[config.mk]
export PLATFORM = sky130hd
export DESIGN_NAME = banked_latency_memory
export DESIGN_NICKNAME = d
export VERILOG_FILES = /design/src/rtl/banked_latency_memory.sv
export SDC_FILE = /design/constraint.sdc
export NUM_CORES = 2
export LEC_CHECK = 0
export CELL_PAD_IN_SITES_DETAIL_PLACEMENT = 1
export CELL_PAD_IN_SITES_GLOBAL_PLACEMENT = 2
export CORE_MARGIN = 1.5
export CORE_UTILIZATION = 46
export DETAILED_ROUTE_END_ITERATION = 6
export PLACE_DENSITY = 0.85
export RECOVER_POWER = 25
export SETUP_SLACK_MARGIN = 0.2
export SYNTH_ARGS = -nofsm -noshare
export SYNTH_HDL_FRONTEND = slang
export SYNTH_SLANG_ARGS = --single-unit
[constraint.sdc]
create_clock -name clk -period 19.2 [get_ports clk]
set_input_delay 2.88 -clock clk [delete_from_list [all_inputs] [get_ports clk]]
set_output_delay 2.88 -clock clk [all_outputs]
set_load 0.02 [all_outputs]
[src/rtl/banked_latency_memory.sv]
// Shared word memory serving NUM_PORTS masters: round-robin grant, fixed LATENCY
// from grant to a one-cycle resp pulse, byte-masked writes, per-port read data.
module banked_latency_memory #(
  parameter int DATA_WIDTH  = 16,
  parameter int ADDR_WIDTH  = 16,
  parameter int DEPTH_WORDS = 256,
  parameter int NUM_PORTS   = 2,
  parameter int LATENCY     = 3
) (
  input  logic                                clk,
  input  logic                                rst,
  input  logic [NUM_PORTS-1:0]                read,
  input  logic [NUM_PORTS-1:0]                write,
  input  logic [NUM_PORTS*(DATA_WIDTH/8)-1:0] wmask,
  input  logic [NUM_PORTS*ADDR_WIDTH-1:0]     address,
  input  logic [NUM_PORTS*DATA_WIDTH-1:0]     wdata,
  output logic [NUM_PORTS-1:0]                resp,
  output logic [NUM_PORTS*DATA_WIDTH-1:0]     rdata,
  output logic                                busy
);

  localparam int BYTES = DATA_WIDTH / 8;
  localparam int OFFS  = $clog2(BYTES);
  localparam int IDXW  = $clog2(DEPTH_WORDS);
  localparam int PW    = (NUM_PORTS > 1) ? $clog2(NUM_PORTS) : 1;
  localparam int CW    = $clog2(LATENCY + 1);

  typedef enum logic [1:0] {
    IDLE = 2'd0,
    WAIT = 2'd1,
    RESP = 2'd2
  } state_e;

  state_e                          state_q, state_d;
  logic [PW-1:0]                   last_q, last_d;
  logic [PW-1:0]                   port_q, port_d;
  logic                            wr_q, wr_d;
  logic                            both_q, both_d;
  logic [IDXW-1:0]                 idx_q, idx_d;
  logic [DATA_WIDTH-1:0]           wdata_q, wdata_d;
  logic [BYTES-1:0]                wmask_q, wmask_d;
  logic [CW-1:0]                   cnt_q, cnt_d;
  logic [NUM_PORTS-1:0]            resp_q, resp_d;
  logic                            busy_q, busy_d;
  logic [NUM_PORTS*DATA_WIDTH-1:0] rdata_q;
  logic [DATA_WIDTH-1:0]           mem_q [DEPTH_WORDS];

  logic [NUM_PORTS-1:0]            req_s;
  logic                            found_s;
  logic [PW-1:0]                   gid_s;
  logic [PW-1:0]                   cand_s;
  logic [ADDR_WIDTH-1:0]           gaddr_s;
  logic                            commit_s;

  // Round-robin scan starting at the port after the last one granted
  always_comb begin
    req_s   = read | write;
    found_s = 1'b0;
    gid_s   = {PW{1'b0}};
    cand_s  = {PW{1'b0}};
    for (int i = 1; i <= NUM_PORTS; i++) begin
      cand_s = PW'((int'(last_q) + i) % NUM_PORTS);
      if (!found_s && req_s[cand_s]) begin
        found_s = 1'b1;
        gid_s   = cand_s;
      end else begin
        found_s = found_s;
      end
    end
    gaddr_s = address[gid_s*ADDR_WIDTH +: ADDR_WIDTH];
  end

  // Next state; commit_s marks the edge that enters RESP (uses the _d fields)
  always_comb begin
    state_d  = state_q;
    last_d   = last_q;
    port_d   = port_q;
    wr_d     = wr_q;
    both_d   = both_q;
    idx_d    = idx_q;
    wdata_d  = wdata_q;
    wmask_d  = wmask_q;
    cnt_d    = cnt_q;
    commit_s = 1'b0;
    case (state_q)
      IDLE: begin
        if (found_s) begin
          port_d  = gid_s;
          last_d  = gid_s;
          wr_d    = write[gid_s];
          both_d  = write[gid_s] & read[gid_s];
          idx_d   = IDXW'(gaddr_s >> OFFS);
          wdata_d = wdata[gid_s*DATA_WIDTH +: DATA_WIDTH];
          wmask_d = wmask[gid_s*BYTES +: BYTES];
          if (LATENCY == 1) begin
            state_d  = RESP;
            commit_s = 1'b1;
          end else begin
            state_d = WAIT;
            cnt_d   = CW'(LATENCY - 1);
          end
        end else begin
          state_d = IDLE;
        end
      end
      WAIT: begin
        if (cnt_q == CW'(1)) begin
          state_d  = RESP;
          commit_s = 1'b1;
        end else begin
          cnt_d = cnt_q - CW'(1);
        end
      end
      RESP:    state_d = IDLE;
      default: state_d = IDLE;
    endcase
    for (int p = 0; p < NUM_PORTS; p++) begin
      resp_d[p] = commit_s && (port_d == PW'(p));
    end
    busy_d = (state_d != IDLE);
  end

  // Control, latched transaction and per-port read data registers
  always_ff @(posedge clk or posedge rst) begin
    if (rst) begin
      state_q <= IDLE;
      last_q  <= PW'(NUM_PORTS - 1);
      port_q  <= {PW{1'b0}};
      wr_q    <= 1'b0;
      both_q  <= 1'b0;
      idx_q   <= {IDXW{1'b0}};
      wdata_q <= {DATA_WIDTH{1'b0}};
      wmask_q <= {BYTES{1'b0}};
      cnt_q   <= {CW{1'b0}};
      resp_q  <= {NUM_PORTS{1'b0}};
      busy_q  <= 1'b0;
      rdata_q <= {(NUM_PORTS*DATA_WIDTH){1'b0}};
    end else begin
      state_q <= state_d;
      last_q  <= last_d;
      port_q  <= port_d;
      wr_q    <= wr_d;
      both_q  <= both_d;
      idx_q   <= idx_d;
      wdata_q <= wdata_d;
      wmask_q <= wmask_d;
      cnt_q   <= cnt_d;
      resp_q  <= resp_d;
      busy_q  <= busy_d;
      if (commit_s && !wr_d) begin
        rdata_q[port_d*DATA_WIDTH +: DATA_WIDTH] <= mem_q[idx_d];
      end else if (commit_s && both_d) begin
        rdata_q[port_d*DATA_WIDTH +: DATA_WIDTH] <= {DATA_WIDTH{1'b0}};
      end
    end
  end

  // Byte-masked write commit; contents survive reset, and reset blocks a commit
  always_ff @(posedge clk) begin
    if (commit_s && wr_d && !rst) begin
      for (int b = 0; b < BYTES; b++) begin
        if (wmask_d[b]) begin
          mem_q[idx_d][b*8 +: 8] <= wdata_d[b*8 +: 8];
        end
      end
    end
  end

  assign resp  = resp_q;
  assign rdata = rdata_q;
  assign busy  = busy_q;

endmodule

=== Yosys cells after proc, flatten, opt, wreduce, memory -nomap -nowiden ===
Memories as Yosys holds them, arrays and structs flattened.
Cells that the tools add are included.
W data, S select, Z words.

* Register bits: 69
* RAM bits: 4,096
* Logic and storage cells: 91
* Memories kept: 1

* Add/sub/neg operators: 4
* Order comparisons: 3
* Eq/ne operators: 4
* Shift-type cells: 6
* Muxes and demuxes: 42
* Bitwise operators: 3
* Reduce and logical (&&, ||, !) cells: 16

{| class="wikitable"
|+ Memories
! memory !! depth !! width !! read ports !! clocked after memory_dff !! wr ports !! line !! text
|-
| mem_q || 256 || 16 || 1 || 0 || 1 || 46 || <nowiki>logic [DATA_WIDTH-1:0] mem_q [DEPTH_WORDS];</nowiki>
|}

{| class="wikitable"
|+ Operators by type and width
! operator !! number
|-
| $bwmux W32 || 2
|-
| $mux W32 || 2
|-
| $neg A5 Y34 || 1
|-
| $shift A16 B34 Y32 const A || 1
|-
| $shiftx A16 B34 Y32 || 1
|-
| $shiftx A16 B34 Y32 const A || 1
|-
| $mux W16 || 2
|-
| $shiftx A32 B6 Y16 || 1
|-
| $shiftx A32 B6 Y9 || 1
|-
| $mux W1 || 27
|-
| $mux W8 || 2
|-
| $mux W2 || 5
|-
| $pmux W2 S2 || 2
|-
| $logic_and A1 B1 Y1 || 7
|-
| $lt A1 B2 Y1 const B || 3
|-
| $reduce_bool A2 Y1 || 3
|-
| $eq A2 B1 Y1 const B || 2
|-
| $ne A2 B2 Y1 const B || 2
|-
| $shiftx A4 B3 Y2 || 1
|-
| $logic_not A1 Y1 || 3
|-
| $reduce_and A3 Y1 || 1
|-
| $add A1 B1 Y1 const B || 2
|-
| $logic_not A2 Y1 || 1
|-
| $or A2 B2 Y2 || 1
|-
| 4 further kinds || 4
|}

=== Longest topological paths before layout ===
* Word-level depth: 15
* Gate-level depth with buffers: 18
* Depth with buffers taken out: 11

=== Worst setup path before layout ===
Ideal clock, no wire load.

* Path kind: input -> register
* From: input port write[1]
* To: memory mem_q[0][10] (data pin)
* Setup time: 2.196 ns
* Data arrival time: 14.548 ns
* Required time: 17.004 ns
* Slack: 2.456 ns
* Cell stages on the path: 8
* Path buffers: 4
* Path through: clkbuf_1 -> or2_1 -> clkbuf_1 -> nand2_1 -> buf_1 -> buf_1 -> mux2i_1 -> o21ai_0

* Cells in the longest elaborated chain, start to end: 10
* Elaborated cells on any way between the ends: 14
* Classes of those cells: shift: 1; mux: 10; bitwise: 1; reduce/logical: 2

{| class="wikitable"
|+ RTL lines
! element !! line !! text
|-
| start, declared || 13 || <nowiki>input logic [NUM_PORTS-1:0] write,</nowiki>
|-
| $or A2 B2 Y2 * || 57 || <nowiki>req_s = read | write;</nowiki>
|-
| $mux W1 (implied by the code) (2 in a row) || 63 || <nowiki>if (!found_s && req_s[cand_s]) begin</nowiki>
|-
| $mux W1 || 63 ||
|-
| $logic_not A1 Y1 || 63 ||
|-
| $logic_and A1 B1 Y1 || 63 ||
|-
| $mux W1 || 63 ||
|-
| $shiftx A32 B6 Y16 || 93 || <nowiki>wdata_d = wdata[gid_s*DATA_WIDTH +: DATA_WIDTH];</nowiki>
|-
| $mux W16 * || 87 || <nowiki>if (found_s) begin</nowiki>
|-
| $mux W16 * || 85 || <nowiki>case (state_q)</nowiki>
|-
| net wdata_d[10] || 40 || <nowiki>logic [DATA_WIDTH-1:0] wdata_q, wdata_d;</nowiki>
|-
| end, declared || 46 ||
|}

The timed path passes the listed nets; every way through them passes the cells marked *. The select of a mux whose other input is x is not followed.

=== Worst setup path after layout ===
* From: input port read[1]
* To: register rdata_q[14] (netlist: rdata[14])

* Cells in the longest elaborated chain, start to end: 14
* Elaborated cells on any way between the ends: 38
* Classes of those cells: add/sub: 1; shift: 4; mux: 24; bitwise: 2; reduce/logical: 6; memory: 1

{| class="wikitable"
|+ RTL lines
! element !! line !! text
|-
| start, declared || 12 || <nowiki>input logic [NUM_PORTS-1:0] read,</nowiki>
|-
| $or A2 B2 Y2 || 57 ||
|-
| $mux W1 (implied by the code) (2 in a row) || 63 ||
|-
| $mux W1 || 63 ||
|-
| $logic_not A1 Y1 || 63 ||
|-
| $logic_and A1 B1 Y1 || 63 ||
|-
| $mux W1 || 63 ||
|-
| $shiftx A32 B6 Y9 (tied with other cells) || 70 || <nowiki>gaddr_s = address[gid_s*ADDR_WIDTH +: ADDR_WIDTH];</nowiki>
|-
| $mux W8 (tied with other cells) || 87 ||
|-
| $mux W8 (tied with other cells) || 85 ||
|-
| $mem_v2 Z256 W16 (tied with other cells) || - ||
|-
| $shiftx A16 B34 Y32 (tied with other cells) || 151 || <nowiki>rdata_q[port_d*DATA_WIDTH +: DATA_WIDTH] <= mem_q[idx_d];</nowiki>
|-
| $bwmux W32 (tied with other cells) || 151 ||
|-
| $mux W32 or $reduce_bool A2 Y1 (tied branches) || - ||
|-
| end signal, assigned || 137 || <nowiki>rdata_q <= {(NUM_PORTS*DATA_WIDTH){1'b0}};</nowiki>
|-
| end signal, assigned by index || 151 ||
|-
| end signal, assigned by index || 153 || <nowiki>rdata_q[port_d*DATA_WIDTH +: DATA_WIDTH] <= {DATA_WIDTH{1'b0}};</nowiki>
|-
| end, declared || 45 || <nowiki>logic [NUM_PORTS*DATA_WIDTH-1:0] rdata_q;</nowiki>
|}

Several ways; a longest one is shown, not always the timed one. The select of a mux whose other input is x is not followed.
A chain may end at the register's enable or synchronous reset.

==> impl_metrics.yaml <==
grt:
  track_usage_pct: 27.30
  grt_pass1_vias: 108683
  use_met1_pct: 36.41
  grt_first_pass_wirelength_um: 740500
  grt_max_degree: 194
  antenna_found_initial: 26
  busiest_layer: "met2"
  grt_use_met2_pct: 44.68
  grtUsageMet3_pct: 4.684
  grt_overflow: 0
worst_setup_path:
  worst-setup-path-type: "in2reg"
  startpoint_type: "primary input"
  reg2reg_slack_ps: 7080
  critPathMaxFanout: 97
  cp_data_arrival_time_ps: 14930
  crit_start: "read[1]"
  timing.rr.start: "state_q[1]"
  crit_path_end_kind: "flip-flop"
  worstPathRequired_ps: 20070
  reg2reg_depth: 12
  rr_endpoint: "rdata[14]"
cts:
  cts_root_buf: "clkbuf_16"
  clk-insertion-delay-late_ps: 990
  ctsHoldBuffers: 0
  postCtsSetupBuffers: 0
  cts_tree: "done"
  path_clk_slew_ps: 60
  cts_resized: 0
  cts_sinks: 4165
  clockBufferDepth: 4
  cts_buffers: 406
  cts_max_level: 5
power_and_ir_drop:
  ir_drop_v: 0.0002751
  power_mw: 33.52
  leakage_nw: 62.38
  p_per_area_mw_per_mm2: 180.5
synthesis:
  postSynthAreaPerCell_um2: 13.76
  syn_area_mm2: 0.1672
  ys_warn_count: 0
  yosys.area.top_type: "edfxtp_1"
  synth_edf_count: 4096
  ys_seq_elements: 4165
  yosysSeqAreaShare_pct: 74.59
  ys.flop_type: "edfxtp_1"
  synth_top_cell_area_share_pct: 73.56
  syn_inst: 12156
  synth_area_leaders: "edfxtp_1 (74%), nand2_1 (6.1%), nand3_1 (3.5%)"
  async_reset_ff_share_pct: 1.657
  synth.distinct_cells: 66
  syn-num-nets: 12231
drt:
  postRouteAntennaNets: 0
  firstDrtPassIters: 6
  drcViolationCount: 0
  num_vias: 105532
  drt_iter0_drc: 11628
  viasPerCell: 6.170
  wl_um: 509800
  wl_per_cell_um: 29.80
job:
  drv_cap: 21
die:
  core_mm2: 0.3620
  die_y_um: 605.9
  initial_core_util_pct: 46.20
  die_w_um: 605.9
  ios: 109
  dieArea_mm2: 0.3671
  row_count: 221
hold_path:
  hp-start: "rdata[25]"
  whs_path_depth: 2
  holdPathEnd: "rdata[25]"
  hold_class: "reg2reg"
finish:
  fill_cells: 35050
  multi_input_area_mm2: 0.03883
  seqCellArea_mm2: 0.1247
  areaGrowthSynthToFinish_pct: 11.05
  drive_gt1_share_pct: 7.649
  fin_nets: 12042
run_status:
  violations: "max-capacitance violations, max-slew violations"
  status: "finished with violations"
timing:
  slew_headroom_pct: -282.0
  period_needed_ps: 14060
  clock_skew_ps: 73.87
  tightest_slew_ps: 5730
  slew_viol_final: 969
  holdWs_ps: 487.4
  setup_viol: 0
  period_share_pct: 73.23
  hold_viol_final: 0
  setup-tns-final_ps: 0
  fmax_ghz: 0.07112
  rsz0062_at_grt: "no"
placed_design:
  io_buffers: 92
  dpl.hpwl_um: 292200
  place.gp.congestion: 0.8333
-- per-stage QoR --
step | setup WS (ps) | utilization, % | std cells | cell area, um2
finish | 5139 | 51.30 | 17105 | 185700
global route | 4675 | 51.29 | 17098 | 185700
CTS | 9607 | 51.35 | 17097 | 185900
detailed placement | 8651 | 47.69 | 16353 | 172600
global placement | 8819 | 47.69 | 16353 | 172600
floorplan | 2456 | - | 12156 | 167200
-- cells in the final DEF, fill, tap and decap left out, types with 47 or more instances in the layout --
cell and instances:
a221oi_1 80, mux2_2 64, o22ai_1 80, o31ai_1 48, clkinv_2 88, and3_1 94, and2_1 144, nand3_1 1158
dfrtp_1 68, a211oi_1 111, o21ai_0 101, inv_1 68, bufinv_16 47, nor2_1 521, buf_4 154, o211a_1 64
nand2_1 2691, clkinv_1 91, mux2i_1 507, o211ai_1 132, clkbuf_1 86, clkdlybuf4s50_1 55, edfxtp_1 4096, a21oi_1 390
a31oi_1 111, a311oi_1 109, a32o_1 49, a221o_1 64, clkbuf_16 417, a32oi_1 144, a22oi_1 64
-- routing by layer --
| layer | part of all wire, % | wire length, um | up-vias |
|---|---|---|---|
| met3 | 8.4 | 42790 | 893 |
| li1 | - | - | 45222 |
| met4 | 4.2 | 21420 | 22 |
| met1 | 39 | 201100 | 54711 |
| met5 | 0.030 | 151 | - |
| met2 | 48 | 244300 | 4684 |
-- critical path: stages --
cell and delay, ps:
dlygate4sd3_1 680, or4_1 440, o211ai_1 170, buf_4 200, o21ai_4 460, clkinvlp_2 4340, nand2_1 3020, o22ai_1 300
o21ai_0 470, nand4b_1 300, a311oi_1 950, nor4_2 220, o21ai_1 240
-- cells in the mapped netlist (all sizes together) (109+ instances only) --
library cell,instances
a32oi,144
nor2,532
nand2,2714
a31oi,112
o211ai,133
mux2i,507
a311oi,109
buf,441
a211oi,126
o21ai,145
a21oi,390
and2,150
edfxtp,4096
nand3,1176
clkbuf,443
-- final cells by class --
type,count,share of cell area [%]
Multi-Input combinational cell,7034,20.91
Sequential cell,4165,67.17
Antenna cell,8,0.01078
Inverter,73,0.1617
Tap cell,4794,3.230
Timing Repair Buffer,287,1.377
Clock buffer,487,5.788
Clock inverter,257,1.347
-- registers in the layout, summed over array words and instances (netlist names), 2 cells and up --
signal,cells
rdata,32
mem_q,4096
cnt_q,2
wmask_q,2
state_q,2
idx_q,8
resp,2
wdata_q,16
-- cell families after synthesis --
kind of cell,share of synthesized area [%]
compound gates,7.073
fa+ha+maj,0.007481
buf+inv,2.481
flops,74.59
mux,3.466
simple gates,12.38
-- power by group --
group          total (mW)  switching, mW  internal, mW
clock                8.07           3.46          4.61
sequential           11.9         0.0317          11.9
combinational        13.5           10.4          3.11
-- worst max path at each step --
stage                     to  slack [ps]  cells after the start
2_1_floorplan   mem_q[0][10]        2460                      8
3_3_place_gp       rdata[12]        8820                     15
3_5_place_dp       rdata[12]        8650                     15
4_1_cts            rdata[12]        9610                     15
5_1_grt        mem_q[114][5]        4680                      9
6_report           rdata[14]        5140                     13
Note: power is estimated with default switching activity, not from simulation.
